### src/rtl/uart_rx_pkg.sv
// uart_rx_pkg: shared types for the configurable UART receiver.
// Rev 1.0
`default_nettype none

package uart_rx_pkg;

  typedef enum logic [2:0] {
    S_IDLE      = 3'd0,
    S_START     = 3'd1,
    S_DATA      = 3'd2,
    S_PARITY    = 3'd3,
    S_STOP      = 3'd4,
    S_WAIT_HIGH = 3'd5
  } state_t;

  localparam int PAR_NONE = 0;
  localparam int PAR_EVEN = 1;
  localparam int PAR_ODD  = 2;

  // Data field is sized for the widest frame; narrower frames are zero-extended.
  typedef struct packed {
    logic [7:0] data;
    logic       frame_err;
    logic       parity_err;
  } entry_t;

endpackage

`default_nettype wire

### src/rtl/uart_rx_fifo.sv
// uart_rx_fifo: synchronous show-ahead FIFO; the head word is visible without a pop.
// Rev 1.0
`default_nettype none

module uart_rx_fifo #(
  parameter int WIDTH = 10,
  parameter int DEPTH = 4
) (
  input  logic                       clk,
  input  logic                       rst,
  input  logic                       push,
  input  logic [WIDTH-1:0]           wdata,
  input  logic                       pop,
  output logic [WIDTH-1:0]           rdata,
  output logic                       full,
  output logic                       empty,
  output logic [$clog2(DEPTH+1)-1:0] level
);

  localparam int AW = $clog2(DEPTH);
  localparam int LW = $clog2(DEPTH+1);

  logic [WIDTH-1:0] mem [DEPTH];
  logic [AW-1:0]    wptr;
  logic [AW-1:0]    rptr;
  logic [LW-1:0]    cnt;
  logic             do_push;
  logic             do_pop;

  assign empty   = (cnt == '0);
  assign full    = (cnt == LW'(DEPTH));
  assign level   = cnt;
  assign do_pop  = pop && !empty;
  // A pop in the same cycle frees the slot, so a push while full is still accepted.
  assign do_push = push && (!full || do_pop);
  assign rdata   = empty ? '0 : mem[rptr];

  always_ff @(posedge clk) begin
    if (do_push) mem[wptr] <= wdata;
  end

  always_ff @(posedge clk) begin
    if (!rst) begin
      wptr <= '0;
      rptr <= '0;
      cnt  <= '0;
    end else begin
      if (do_push) wptr <= wptr + 1'b1;
      if (do_pop)  rptr <= rptr + 1'b1;
      case ({do_push, do_pop})
        2'b10:   cnt <= cnt + 1'b1;
        2'b01:   cnt <= cnt - 1'b1;
        default: cnt <= cnt;
      endcase
    end
  end

endmodule

`default_nettype wire

### src/rtl/uart_rx_cfg.sv
// uart_rx_cfg: parameterised UART receiver with glitch filter, error flags and receive FIFO.
// Rev 1.0
`default_nettype none

module uart_rx_cfg
  import uart_rx_pkg::*;
#(
  parameter int CLK_DIV    = 234,
  parameter int DATA_BITS  = 8,
  parameter int PARITY     = 0,
  parameter int STOP_BITS  = 1,
  parameter int FIFO_DEPTH = 4
) (
  input  logic                            clk,
  input  logic                            rst,
  input  logic                            rxd,
  output logic [DATA_BITS-1:0]            data,
  output logic                            frame_err,
  output logic                            parity_err,
  output logic                            req,
  input  logic                            ack,
  output logic                            overrun,
  input  logic                            ovr_clr,
  output logic [$clog2(FIFO_DEPTH+1)-1:0] level,
  output logic                            busy
);

  localparam logic [15:0] BIT_LAST  = 16'(CLK_DIV - 1);
  localparam logic [15:0] HALF_LAST = 16'(CLK_DIV / 2 - 1);
  localparam logic [2:0]  DATA_LAST = 3'(DATA_BITS - 1);
  localparam logic [2:0]  STOP_LAST = 3'(STOP_BITS - 1);

  logic                 sync1, sync2, filt_q;
  logic [2:0]           hist;
  logic                 filt;
  state_t               state;
  logic [15:0]          cnt;
  logic [2:0]           bitcnt;
  logic [DATA_BITS-1:0] shreg;
  logic                 perr, ferr;
  logic                 sample, push, pop, full, empty;
  entry_t               wentry, head;

  assign filt   = (hist[0] & hist[1]) | (hist[0] & hist[2]) | (hist[1] & hist[2]);
  assign sample = (state == S_START) ? (cnt == HALF_LAST) : (cnt == BIT_LAST);
  assign push   = (state == S_STOP) && sample && (bitcnt == STOP_LAST);
  assign pop    = ack && req;

  assign wentry.data       = 8'(shreg);
  assign wentry.frame_err  = ferr | ~filt;
  assign wentry.parity_err = perr;

  always_ff @(posedge clk) begin
    if (!rst) begin
      sync1  <= 1'b1;
      sync2  <= 1'b1;
      hist   <= 3'b111;
      filt_q <= 1'b1;
    end else begin
      sync1  <= rxd;
      sync2  <= sync1;
      hist   <= {hist[1:0], sync2};
      filt_q <= filt;
    end
  end

  always_ff @(posedge clk) begin
    if (!rst) begin
      state  <= S_IDLE;
      cnt    <= '0;
      bitcnt <= '0;
      shreg  <= '0;
      perr   <= 1'b0;
      ferr   <= 1'b0;
    end else begin
      if (state == S_IDLE || state == S_WAIT_HIGH || sample) cnt <= '0;
      else                                                   cnt <= cnt + 1'b1;

      case (state)
        S_IDLE: begin
          if (filt_q && !filt) begin
            state  <= S_START;
            bitcnt <= '0;
            perr   <= 1'b0;
            ferr   <= 1'b0;
          end
        end
        S_START: begin
          if (sample) state <= filt ? S_IDLE : S_DATA;
        end
        S_DATA: begin
          if (sample) begin
            shreg <= {filt, shreg[DATA_BITS-1:1]};
            if (bitcnt == DATA_LAST) begin
              bitcnt <= '0;
              state  <= (PARITY != PAR_NONE) ? S_PARITY : S_STOP;
            end else begin
              bitcnt <= bitcnt + 1'b1;
            end
          end
        end
        S_PARITY: begin
          if (sample) begin
            perr  <= (^shreg ^ filt) ^ (PARITY == PAR_ODD);
            state <= S_STOP;
          end
        end
        S_STOP: begin
          if (sample) begin
            ferr <= ferr | ~filt;
            if (bitcnt == STOP_LAST) begin
              bitcnt <= '0;
              // A low stop bit may be a break; wait for the line to recover first.
              state  <= (ferr | ~filt) ? S_WAIT_HIGH : S_IDLE;
            end else begin
              bitcnt <= bitcnt + 1'b1;
            end
          end
        end
        S_WAIT_HIGH: begin
          if (filt) state <= S_IDLE;
        end
        default: state <= S_IDLE;
      endcase
    end
  end

  always_ff @(posedge clk) begin
    if (!rst)                  overrun <= 1'b0;
    else if (push && full && !pop) overrun <= 1'b1;
    else if (ovr_clr)          overrun <= 1'b0;
  end

  uart_rx_fifo #(
    .WIDTH ($bits(entry_t)),
    .DEPTH (FIFO_DEPTH)
  ) u_fifo (
    .clk   (clk),
    .rst   (rst),
    .push  (push),
    .wdata (wentry),
    .pop   (pop),
    .rdata (head),
    .full  (full),
    .empty (empty),
    .level (level)
  );

  assign req        = !empty;
  assign data       = head.data[DATA_BITS-1:0];
  assign frame_err  = head.frame_err;
  assign parity_err = head.parity_err;
  assign busy       = (state != S_IDLE);

endmodule

`default_nettype wire

### config.mk
export PLATFORM = sky130hd
export DESIGN_NAME = uart_rx_cfg
export DESIGN_NICKNAME = d
export VERILOG_FILES = /design/src/rtl/uart_rx_pkg.sv /design/src/rtl/uart_rx_fifo.sv /design/src/rtl/uart_rx_cfg.sv
export SDC_FILE = /design/constraint.sdc
export NUM_CORES = 1
export LEC_CHECK = 0
export CORE_ASPECT_RATIO = 2
export CORE_UTILIZATION = 40
export CTS_BUF_LIST = sky130_fd_sc_hd__clkbuf_16
export DETAILED_ROUTE_END_ITERATION = 12
export HOLD_SLACK_MARGIN = 0.08
export SYNTH_ARGS = -nofsm -noshare
export SYNTH_HDL_FRONTEND = slang
export SYNTH_SLANG_ARGS = --single-unit
### constraint.sdc
create_clock -name clk -period 6.98 [get_ports clk]
set_clock_uncertainty 0.2 [all_clocks]
set_input_delay 0.698 -clock clk [delete_from_list [all_inputs] [get_ports clk]]
set_output_delay 0.698 -clock clk [all_outputs]
set_load 0.01 [all_outputs]
**Word-level counts from Yosys, hierarchy flattened**

Memories as Yosys holds them, arrays and structs flattened. A register that Yosys moved wholly into a read port is not among the register bits.
Cells that the tools add are included.

- Memories kept: 1
- Bits in writable memories: 40
- Bits of input ports: 5
- Output and inout bits: 16
- Logic and storage cells: 111
- Register bits: 46

Memory list:

| name | words | width | rd ports | clocked after memory_dff | write ports | line | RTL |
|---|---|---|---|---|---|---|---|
| u_fifo.mem | 4 | 10 | 1 | 1 | 1 | uart_rx_fifo.sv:23 | `logic [WIDTH-1:0] mem [DEPTH];` |

- Reductions and logical operators: 31
- Equal/unequal tests: 19
- Add/subtract/negate cells: 6
- Multiplexer cells: 31
- Bitwise operators: 9

Operator list:

| cell | number |
|---|---|
| $mux 3 | 14 |
| $pmux 3 s6 | 1 |
| $add 16x1->16 const B | 1 |
| $eq 16x7->1 const B | 1 |
| $eq 16x8->1 const B | 1 |
| $eq 3x3->1 const B | 4 |
| $ne 2x2->1 const B | 6 |
| $mux 10 | 1 |
| $logic_not 3->1 | 3 |
| $pmux 3 s3 | 1 |
| $logic_and 1x1->1 | 8 |
| $mux 1 | 8 |
| $reduce_and 8->1 | 1 |
| $reduce_bool 2->1 | 4 |
| $reduce_xor 8->1 | 1 |
| $add 3x1->3 const B | 2 |
| $eq 3x2->1 const B | 2 |
| $mux 2 | 3 |
| $pmux 3 s2 | 1 |
| $reduce_and 3->1 | 2 |
| $reduce_bool 3->1 | 2 |
| $add 2x1->2 const B | 2 |
| $logic_not 1->1 | 4 |
| $ne 2x1->1 const B | 2 |
| other kinds (13) | 21 |

**Depth between registers and ports, before layout**

Gate-level depths: netlist of the first run.

- Word-level depth: 9
- Gate-level depth with buffers: 12

**Cells and area by module**

From an unflattened synthesis of the first run, not the netlist that was laid out.

- Cell total of the unflattened synthesis: 343
- Area, all modules: 3,987.6 µm²

Modules (own cells, without submodules):

| module | cells an instance | times used | area each (µm²) |
|---|---|---|---|
| uart_rx_fifo | 131 | 1 | 2,114.5 |
| uart_rx_cfg | 212 | 1 | 1,873.0 |

**Least setup slack after synthesis of the first run**

No wires, ideal clock.

- Path kind: flip-flop to flip-flop
- From: reg state[1]
- To: reg u_fifo.cnt[2], in the netlist u_fifo.level[2]
- Path buffers: 1
- Path slack: 3,890 ps
- Data required time: 6,709 ps
- Arrival time: 2,820 ps
- Stages on the path, launching flop included: 13
- Path through: dfxtp_1 buf_6 or3b_1 or4_1 a21o_1 nor3_2 inv_1 ha_1 inv_1 fa_1 xor2_1 or3_1 a21oi_1

- Cells in the longest elaborated chain, start to end: 7

RTL lines:

| what | line | RTL |
|---|---|---|
| from (decl) | uart_rx_cfg.sv:36 | `state_t state;` |
| from (signal assigned) | uart_rx_cfg.sv:89 | `if (sample) state <= filt ? S_IDLE : S_DATA;` |
| from (signal assigned) | uart_rx_cfg.sv:96 | `state <= (PARITY != PAR_NONE) ? S_PARITY : S_STOP;` |
| from (signal assigned) | uart_rx_cfg.sv:114 | `state <= (ferr \| ~filt) ? S_WAIT_HIGH : S_IDLE;` |
| $eq 3x1->1 | uart_rx_cfg.sv:45 | `assign sample = (state == S_START) ? (cnt == HALF_LAST) : (cnt == BIT_LAST);` |
| $mux 1 | uart_rx_cfg.sv:45 |  |
| $logic_and 1x1->1 (*) (2 in series) | uart_rx_cfg.sv:46 | `assign push = (state == S_STOP) && sample && (bitcnt == STOP_LAST);` |
| $logic_and 1x1->1 (*) | uart_rx_fifo.sv:35 | `assign do_push = push && (!full \|\| do_pop);` |
| $eq 2x1->1 / $eq 2x2->1 (equally long branches) | uart_rx_fifo.sv:50 | `case ({do_push, do_pop})` |
| $pmux 3 s2 / $reduce_bool 2->1 (equally long branches) | -- |  |
| to (signal assigned) | uart_rx_fifo.sv:51 | `2'b10: cnt <= cnt + 1'b1;` |
| to (signal assigned) | uart_rx_fifo.sv:52 | `2'b01: cnt <= cnt - 1'b1;` |
| to (signal assigned) | uart_rx_fifo.sv:53 | `default: cnt <= cnt;` |
| to (decl) | uart_rx_fifo.sv:26 | `logic [LW-1:0] cnt;` |

Mark *: on every way between the ends. The rest lies on a longest branch, timed or not.
A chain may end at the register's enable or synchronous reset.

**Worst setup path after layout of the first run**

- From: reg state[0]
- To: reg u_fifo.cnt[2], in the netlist u_fifo.level[2]

The elaborated chain is that of the path after synthesis.

==> flow_summary.yaml, run 1 <==
status:
  status: "complete, no violations"
grt:
  grt_use_met1_pct: 14.4
  antenna_found_initial: 0
  grt_max_degree: 24
  grt-ovfl-total: 0
  grt_pass1_wl_um: 10900
  use_met3_pct: 3.62
  grt-busiest-layer: "met2"
  grt_pass1_vias: 2299
  use_met2_pct: 26.9
  grt_usage_pct: 14.5
sta:
  fin_setup_tns_ns: 0
  hold_viol: 0
  rsz0062_at_grt: "false"
  slew_violations: 0
  setup_violations: 0
  relSlewSlack_pct: 50.9
  tightest_slew_ns: 0.736
  fmax_ghz: 0.267
  fin_crit_ns: 3.74
  min_period_over_period_pct: 53.6
die:
  die_y_um: 140
  placementRows: 49
  start_util_pct: 41.7
  io_pins: 21
  die_w_um: 70.8
  core_mm2: 0.00907
  dieArea_mm2: 0.00988
clocking:
  clockBufferDepth: 2
  cts_setup_buffers: 0
  cts_resized: 0
  clock-root-buffer: "clkbuf_16"
  clk_latency_ns: 0.33
  clock-sinks: 88
  cts_made_buffers: 9
  tritoncts: "built"
  cts_htree_levels: 3
  clk_pin_slew_ns: 0.06
  hold_buffers: 0
hold_path:
  worstHoldPathType: "reg2reg"
  min_path_cells: 1
setup_path:
  worstSetupStartpointType: "flip-flop"
  crit_family: "simple AND/OR/NAND/NOR gates"
  crit_fanout: 15
  worstSetupPathType: "reg2reg"
  crit_path_end_kind: "flip-flop"
  worstRegToRegCells: 11
  path_depth: 11
  critPathBufInv: 2
  cp_cell_sequence: "or3b_1 -> or4_1 -> a21o_1 -> nor3_2 -> inv_1 -> ha_1 -> inv_1 -> fa_1 -> xor2_1 -> or3_1 -> a21oi_1"
  critPathSlowestCell: "dfxtp_1"
  cpMostUsedCell: "inv_1"
  critPathArrivalTime_ns: 3.80
  slowest_delay_ns: 0.65
  required_ns: 7.04
finish:
  final.fill_count: 832
  seq_area_mm2: 0.00216
  diodes: 0
  multi_input_area_mm2: 0.00151
  area_growth_pct: 15.9
  nNetsFinal: 358
  drive_gt1_share_pct: 8.33
pwr:
  powerDensity_mw_per_mm2: 249
  ir_drop_uv: 124
  p_leak_nw: 1.44
  totalPowerFinal_mw: 1.09
logic_synthesis:
  postSynthAreaPerCell_um2: 11.8
  syn-num-nets: 337
  synth_top_area_cell: "edfxtp_1"
  synth_flop_cell: "dfxtp_1"
  synthTopCellsByArea: "edfxtp_1 (32%), dfxtp_1 (25%), mux4_2 (6.0%), nor2_1 (3.8%), xnor2_1 (3.7%)"
  synth-warning-count: 0
  synth_edf_count: 40
  yosysMostFrequentCell: "dfxtp_1"
  ys_types: 47
  synth-seq-cells: 88
  synthesis.instances: 322
  synth_top_cell_area_share_pct: 31.7
  synth_area_mm2: 0.00378
  synth_common_cells: "dfxtp_1 (48), edfxtp_1 (40), nor2_1 (38)"
  async_flop_share_pct: 0
  ys_seq_area_share_pct: 57.1
place:
  port_buffers: 20
  gp_congestion: 0.737
  dp.final_hpwl_um: 4840
detailed_routing:
  num_vias: 2323
  drt_wl_total_um: 6530
  vias_per_cell: 5.16
  final_antenna_net_count: 0
  wl_per_cell_um: 14.5
  first_iter_violations: 155
  dr.pass1.iters: 6
  drc_errors: 0
job:
  maxCapViolCount: 0
==> routing by layer <==
layer,routed length [um],vias to the layer above
met3,154,10
met1,2500,1114
met5,0,-
met4,136,0
li1,-,1175
met2,3740,24
==> sequential cells by signal, indices dropped and copies added (netlist names), named ones only <==
signal and cells:
perr 1, shreg 8, cnt 16, u_fifo.rptr 2
state 3, sync1 1, filt_q 1, u_fifo.wptr 2
hist 3, u_fifo.level 3, overrun 1, u_fifo.mem 40
bitcnt 3, ferr 1, sync2 1
==> cell usage in the layout, fill, tap and decap left out, drive strengths merged, types with 10 or more instances in the layout <==
master | netlist | routed
dfxtp | 48 | 48
edfxtp | 40 | 40
inv | 17 | 19
xnor2 | 16 | 16
and2 | 16 | 16
mux4 | 10 | 10
a21oi | 10 | 10
clkdlybuf4s50 | 0 | 20
nand2 | 12 | 12
nor2 | 38 | 38
==> layout make-up <==
cell class	count	share of cell area [%]
flip-flops and latches	88	49.3
multi-input cells	206	34.4
clock buffers	9	5.13
repair buffers	21	4.73
well taps	102	2.91
clock inverters	7	2.05
inverters	17	1.45
==> kinds of logic (layout without fill, tap and decap cells) <==
logic type	count (synthesis)	after routing	synth area share, %
buffers and inverters	28	54	2.97
flip-flops	88	88	57.1
adder cells (fa/ha/maj)	11	11	3.77
multiplexers	19	19	8.33
AND/OR/NAND/NOR	120	120	16.9
XOR/XNOR	24	24	5.55
AO/OA/AOI/OAI	32	32	5.32
==> stage by stage <==
stage	instances	hold WS [ns]	worst slack, ns	area, um^2	utilization, %
final	450	0.205	3.24	4390	48.3
after global routing	450	0.228	2.95	4390	48.3
after CTS	450	0.209	3.24	4390	48.3
after detailed placement	434	0.195	3.26	4070	44.9
after global placement	434	0.189	3.36	4070	44.9
after floorplan	322	0.186	3.89	3780	-
==> path summary, 6_finish.rpt <==
kind                            startpoint              end  slack (ns)
worst max-delay path              state[0]  u_fifo.level[2]        3.24
worst min-delay path                 sync1            sync2        0.21
worst max register to register    state[0]  u_fifo.level[2]        3.24
worst min register to register       sync1            sync2        0.21
==> report_power, final <==
part / total [mW] / internal (mW) / switching, mW / leakage [nW]
registers: 0.551 / 0.539 / 0.0122 / 0.758
logic: 0.0452 / 0.0204 / 0.0248 / 0.517
clock network: 0.498 / 0.311 / 0.186 / 0.162
total: 1.09 / 0.870 / 0.223 / 1.44
==> worst register-to-register path: stages (launching register included) <==
cell and delay [ns]:
dfxtp_1 0.65, or3b_1 0.44, or4_1 0.48, a21o_1 0.37
nor3_2 0.45, inv_1 0.09, ha_1 0.21, inv_1 0.08
fa_1 0.18, xor2_1 0.08, or3_1 0.32, a21oi_1 0.14
No activity file was read; power rests on OpenSTA's default activity.
==> run 2, diff against run 1 <==
Clock period 6.98 ns to 3.1 ns, I/O delays scaled along.
==> flow_summary.yaml, run 2 (synthesized netlist as in run 1, its figures left out) <==
status:
  status: "complete, no violations"
sta:
  setup_slack_ns: 0.214
  rsz0062_at_grt: "false"
  min_period_over_period_pct: 93.1
  fin_setup_tns_ns: 0
  fin_crit_ns: 2.89
  tightest_slew_ns: 0.508
  setup_violations: 0
  relSlewSlack_pct: 66.0
  slew_violations: 0
  fmax_ghz: 0.347
  hold_viol: 0
clocking:
  clockBufferDepth: 2
  cts_setup_buffers: 0
  cts_htree_levels: 3
  clock-root-buffer: "clkbuf_16"
  clk_pin_slew_ns: 0.06
  clk_latency_ns: 0.34
  hold_buffers: 0
  tritoncts: "built"
  cts_made_buffers: 9
  clock-sinks: 88
  cts_resized: 0
hold_path:
  worstHoldPathType: "reg2reg"
  min_to: "sync2"
  min_path_cells: 1
  min-delay-start: "sync1"
die:
  core_mm2: 0.00907
  placementRows: 49
  dieArea_mm2: 0.00988
  start_util_pct: 41.7
  die_y_um: 140
  die_w_um: 70.8
  io_pins: 21
setup_path:
  rr_endpoint: "u_fifo.level[2]"
  worstSetupStartpointType: "flip-flop"
  worstSetupPathType: "reg2reg"
  reg2reg_from: "state[2]"
  crit_family: "simple AND/OR/NAND/NOR gates"
  critPathSlowestCell: "or4_1"
  slowest_delay_ns: 0.48
  critPathBufInv: 2
  crit_path_end_kind: "flip-flop"
  required_ns: 3.17
  crit_fanout: 3
  worst-r2r-setup-slack_ns: 0.21
  cp_cell_sequence: "or3b_1 -> or4_1 -> a21o_1 -> nor3_2 -> inv_1 -> ha_1 -> inv_1 -> fa_1 -> xor2_1 -> or3_1 -> a21oi_1"
  cpMostUsedCell: "inv_1"
  critPathArrivalTime_ns: 2.96
  worstRegToRegCells: 11
place:
  dp.final_hpwl_um: 4940
  preCtsSetupSlack_ns: 0.212
  dp.cells: 446
  port_buffers: 20
  gp_congestion: 0.783
grt:
  antenna_found_initial: 0
  grt_pass1_vias: 2369
  grt_max_degree: 17
  grt_usage_pct: 14.7
  grt_pass1_wl_um: 11000
  grt-ovfl-total: 0
job:
  maxCapViolCount: 0
finish:
  top_regs: "u_fifo.mem: 40 flops, cnt: 16 flops, shreg: 8 flops"
  top_register: "u_fifo.mem"
  final_cells: 462
  drive_gt1_share_pct: 11.9
  area_growth_pct: 18.0
  largest_register_ffs: 40
  layout_common_cells: "dfxtp_1 (48), edfxtp_1 (40), nor2_1 (38)"
  diodes: 0
  final_common_cell: "dfxtp_1"
  nNetsFinal: 370
detailed_routing:
  wl_per_cell_um: 14.2
  drt_wl_total_um: 6560
  drc_errors: 0
  vias_per_cell: 5.27
  num_vias: 2434
  dr.pass1.iters: 6
  final_antenna_net_count: 0
  first_iter_violations: 84
pwr:
  p_leak_nw: 1.49
  powerDensity_mw_per_mm2: 545
  ir_drop_uv: 345
## run 2: changes by cell type in the layout (fill, tap and decap cells not counted), sizes merged
cell      change
clkinv        -2
clkinvlp      +1
bufinv        -1
inv           +2
buf          +12
## run 2: cell type report
cell class,count,area (um^2)
flip-flops and latches,88,2160
clock inverters,7,77.6
well taps,102,128
multi-input cells,206,1510
inverters,17,63.8
clock buffers,9,225
repair buffers,33,298
fillers,838,4610
## run 2: metrics by stage
step	hold WS [ns]	util (%)	power [mW]	area [um^2]
after floorplan	0.186	-	1.33	3780
after global routing	0.243	49.2	2.52	4460
after detailed placement	0.205	45.9	1.38	4160
after CTS	0.222	49.2	2.46	4460
final	0.217	49.2	2.43	4460
after global placement	0.193	45.9	1.37	4160
## run 2: layer usage
metal  routed length, um  up-vias  GRT usage [%]
li1                    -     1202              -
met1                2370     1168           13.3
met2                3770       47           28.2
met3                 169       17           3.04
met4                 260        0           9.37
met5                   0        -              0
## run 2: where the power goes
part / switching [mW] / total [mW] / internal (mW)
logic: 0.0761 / 0.131 / 0.0545
registers: 0.00710 / 1.22 / 1.21
clock network: 0.448 / 1.08 / 0.634
total: 0.531 / 2.43 / 1.90
## run 2: how the worst max path moves through the flow
stage	slack, ns	to	startpoint	cells past startpoint
floorplan	0.01	u_fifo.level[2]	state[1]	12
global placement	0.29	u_fifo.level[2]	state[2]	11
detailed placement	0.21	u_fifo.level[2]	state[2]	11
CTS	0.21	u_fifo.level[2]	state[2]	11
global route	0.05	u_fifo.level[2]	state[2]	11
finish	0.21	u_fifo.level[2]	state[2]	11
==> run 3, diff against run 2 <==
--- a/config.mk
+++ b/config.mk
@@ -8,3 +8,3 @@
 export CORE_ASPECT_RATIO = 2
-export CORE_UTILIZATION = 40
+export CORE_UTILIZATION = 29
 export CTS_BUF_LIST = sky130_fd_sc_hd__clkbuf_16
@@ -12,2 +12,3 @@
 export HOLD_SLACK_MARGIN = 0.08
+export MAX_ROUTING_LAYER = met4
 export SYNTH_ARGS = -nofsm -noshare
--- a/constraint.sdc
+++ b/constraint.sdc
@@ -4,2 +4,2 @@
 set_output_delay 0.31 -clock clk [all_outputs]
-set_load 0.01 [all_outputs]
+set_load 0.1 [all_outputs]
==> flow_summary.yaml, run 3 (synthesized netlist as in run 1, its figures left out) <==
status:
  status: "complete, no violations"
hold_path:
  min_to: "sync2"
  worstHoldPathType: "reg2reg"
  min-delay-start: "sync1"
  min_path_cells: 1
sta:
  hold_viol: 0
  tightest_slew_ns: 0.717
  min_period_over_period_pct: 94.1
  relSlewSlack_pct: 52.1
  fmax_ghz: 0.343
  slew_violations: 0
  fin_crit_ns: 2.92
  setup_violations: 0
  rsz0062_at_grt: "false"
  fin_setup_tns_ns: 0
clocking:
  clk_latency_ns: 0.34
  clk_pin_slew_ns: 0.06
  clockBufferDepth: 2
  clock-root-buffer: "clkbuf_16"
  cts_setup_buffers: 0
  cts_htree_levels: 3
  tritoncts: "built"
  cts_resized: 0
  clock-sinks: 88
  cts_made_buffers: 9
  hold_buffers: 0
setup_path:
  crit_path_end_kind: "flip-flop"
  rr_endpoint: "u_fifo.level[2]"
  required_ns: 3.16
  crit_fanout: 3
  worstSetupStartpointType: "flip-flop"
  worst-r2r-setup-slack_ns: 0.18
  worstSetupPathType: "reg2reg"
  reg2reg_from: "state[2]"
  worstRegToRegCells: 11
  critPathArrivalTime_ns: 2.98
place:
  port_buffers: 20
  dp.final_hpwl_um: 5300
  dp.cells: 494
  gp_congestion: 0.787
finish:
  layout_common_cells: "dfxtp_1 (48), edfxtp_1 (40), nor2_1 (38)"
  fin_util_pct: 35.5
  final_cells: 510
  drive_gt1_share_pct: 16.1
  final_common_cell: "dfxtp_1"
  diodes: 0
  final.fill_count: 1265
  nNetsFinal: 370
  largest_register_ffs: 40
  area_growth_pct: 18.5
  top_register: "u_fifo.mem"
  top_regs: "u_fifo.mem: 40 flops, cnt: 16 flops, shreg: 8 flops"
detailed_routing:
  drt_wl_total_um: 7010
  final_antenna_net_count: 0
  first_iter_violations: 94
  drc_errors: 0
  dr.pass1.iters: 4
  num_vias: 2431
  wl_per_cell_um: 13.8
  vias_per_cell: 4.77
pwr:
  powerDensity_mw_per_mm2: 553
  ir_drop_uv: 288
  p_leak_nw: 1.52
grt:
  grt_pass1_vias: 2415
  antenna_found_initial: 0
  grt_pass1_wl_um: 11400
  grt_usage_pct: 11.7
  grt_max_degree: 24
  grt-ovfl-total: 0
die:
  start_util_pct: 30.0
  io_pins: 21
  die_w_um: 82.8
  dieArea_mm2: 0.0135
  placementRows: 58
  core_mm2: 0.0126
  die_y_um: 164
job:
  maxCapViolCount: 0
[run 3: cell types whose count changed in the layout (fill, tap and decap cells not counted)]
cell	before	now
inv_8	0	1
clkinv_4	0	1
inv_6	4	2
clkdlybuf4s50_1	20	4
clkinv_1	0	1
clkinv_2	1	0
buf_4	13	29
[run 3: through the flow]
stage / hold slack, ns / power [mW] / setup WS (ns) / instance area (um^2)
6_report: 0.208 / 2.48 / 0.183 / 4490
5_1_grt: 0.251 / 2.57 / 0.00825 / 4490
4_1_cts: 0.209 / 2.51 / 0.135 / 4490
3_5_place_dp: 0.194 / 1.41 / 0.149 / 4180
3_3_place_gp: 0.201 / 1.41 / 0.266 / 4180
2_1_floorplan: 0.186 / 1.37 / 0.00563 / 3790
[run 3: power breakdown]
group          internal (mW)  switching, mW  total, mW
combinational         0.0517          0.115      0.166
clock                  0.634          0.458       1.09
sequential              1.21        0.00755       1.22
[run 3: worst max path at each step]
| stage | from | end | slack (ns) | cells after the start |
|---|---|---|---|---|
| after global routing | state[0] | u_fifo.level[2] | 0.008 | 11 |
| after global placement | state[2] | u_fifo.level[2] | 0.27 | 11 |
| after floorplan | u_fifo.level[0] | data[0] | 0.006 | 3 |
| final | state[2] | u_fifo.level[2] | 0.18 | 11 |
| after CTS | state[2] | u_fifo.level[2] | 0.13 | 11 |
| after detailed placement | state[2] | u_fifo.level[2] | 0.15 | 11 |
[run 3: routing by layer]
layer	track usage, %	vias up	wire (um)
li1	-	1197	-
met5	-	-	0
met1	10.1	1190	2430
met2	22.4	30	4250
met4	5.56	0	180
met3	2.51	14	154
[run 3: final cells by class]
cell class	instances	area [um^2]	area share [%]
sequential	88	2160	48.2
multi-input combinational	206	1510	33.7
timing repair buffer	33	258	5.75
clock buffer	9	225	5.02
tap	150	188	4.18
clock inverter	7	78.8	1.76
inverter	17	63.8	1.42
[run 3: worst max-delay path, cell delays in order, from the launching register on]
cell	delay, ns
dfxtp_1	0.30
or3b_1	0.40
or4_1	0.47
a21o_1	0.21
nor3_2	0.18
inv_1	0.06
ha_1	0.21
inv_1	0.07
fa_1	0.19
xor2_1	0.09
or3_1	0.32
a21oi_1	0.14
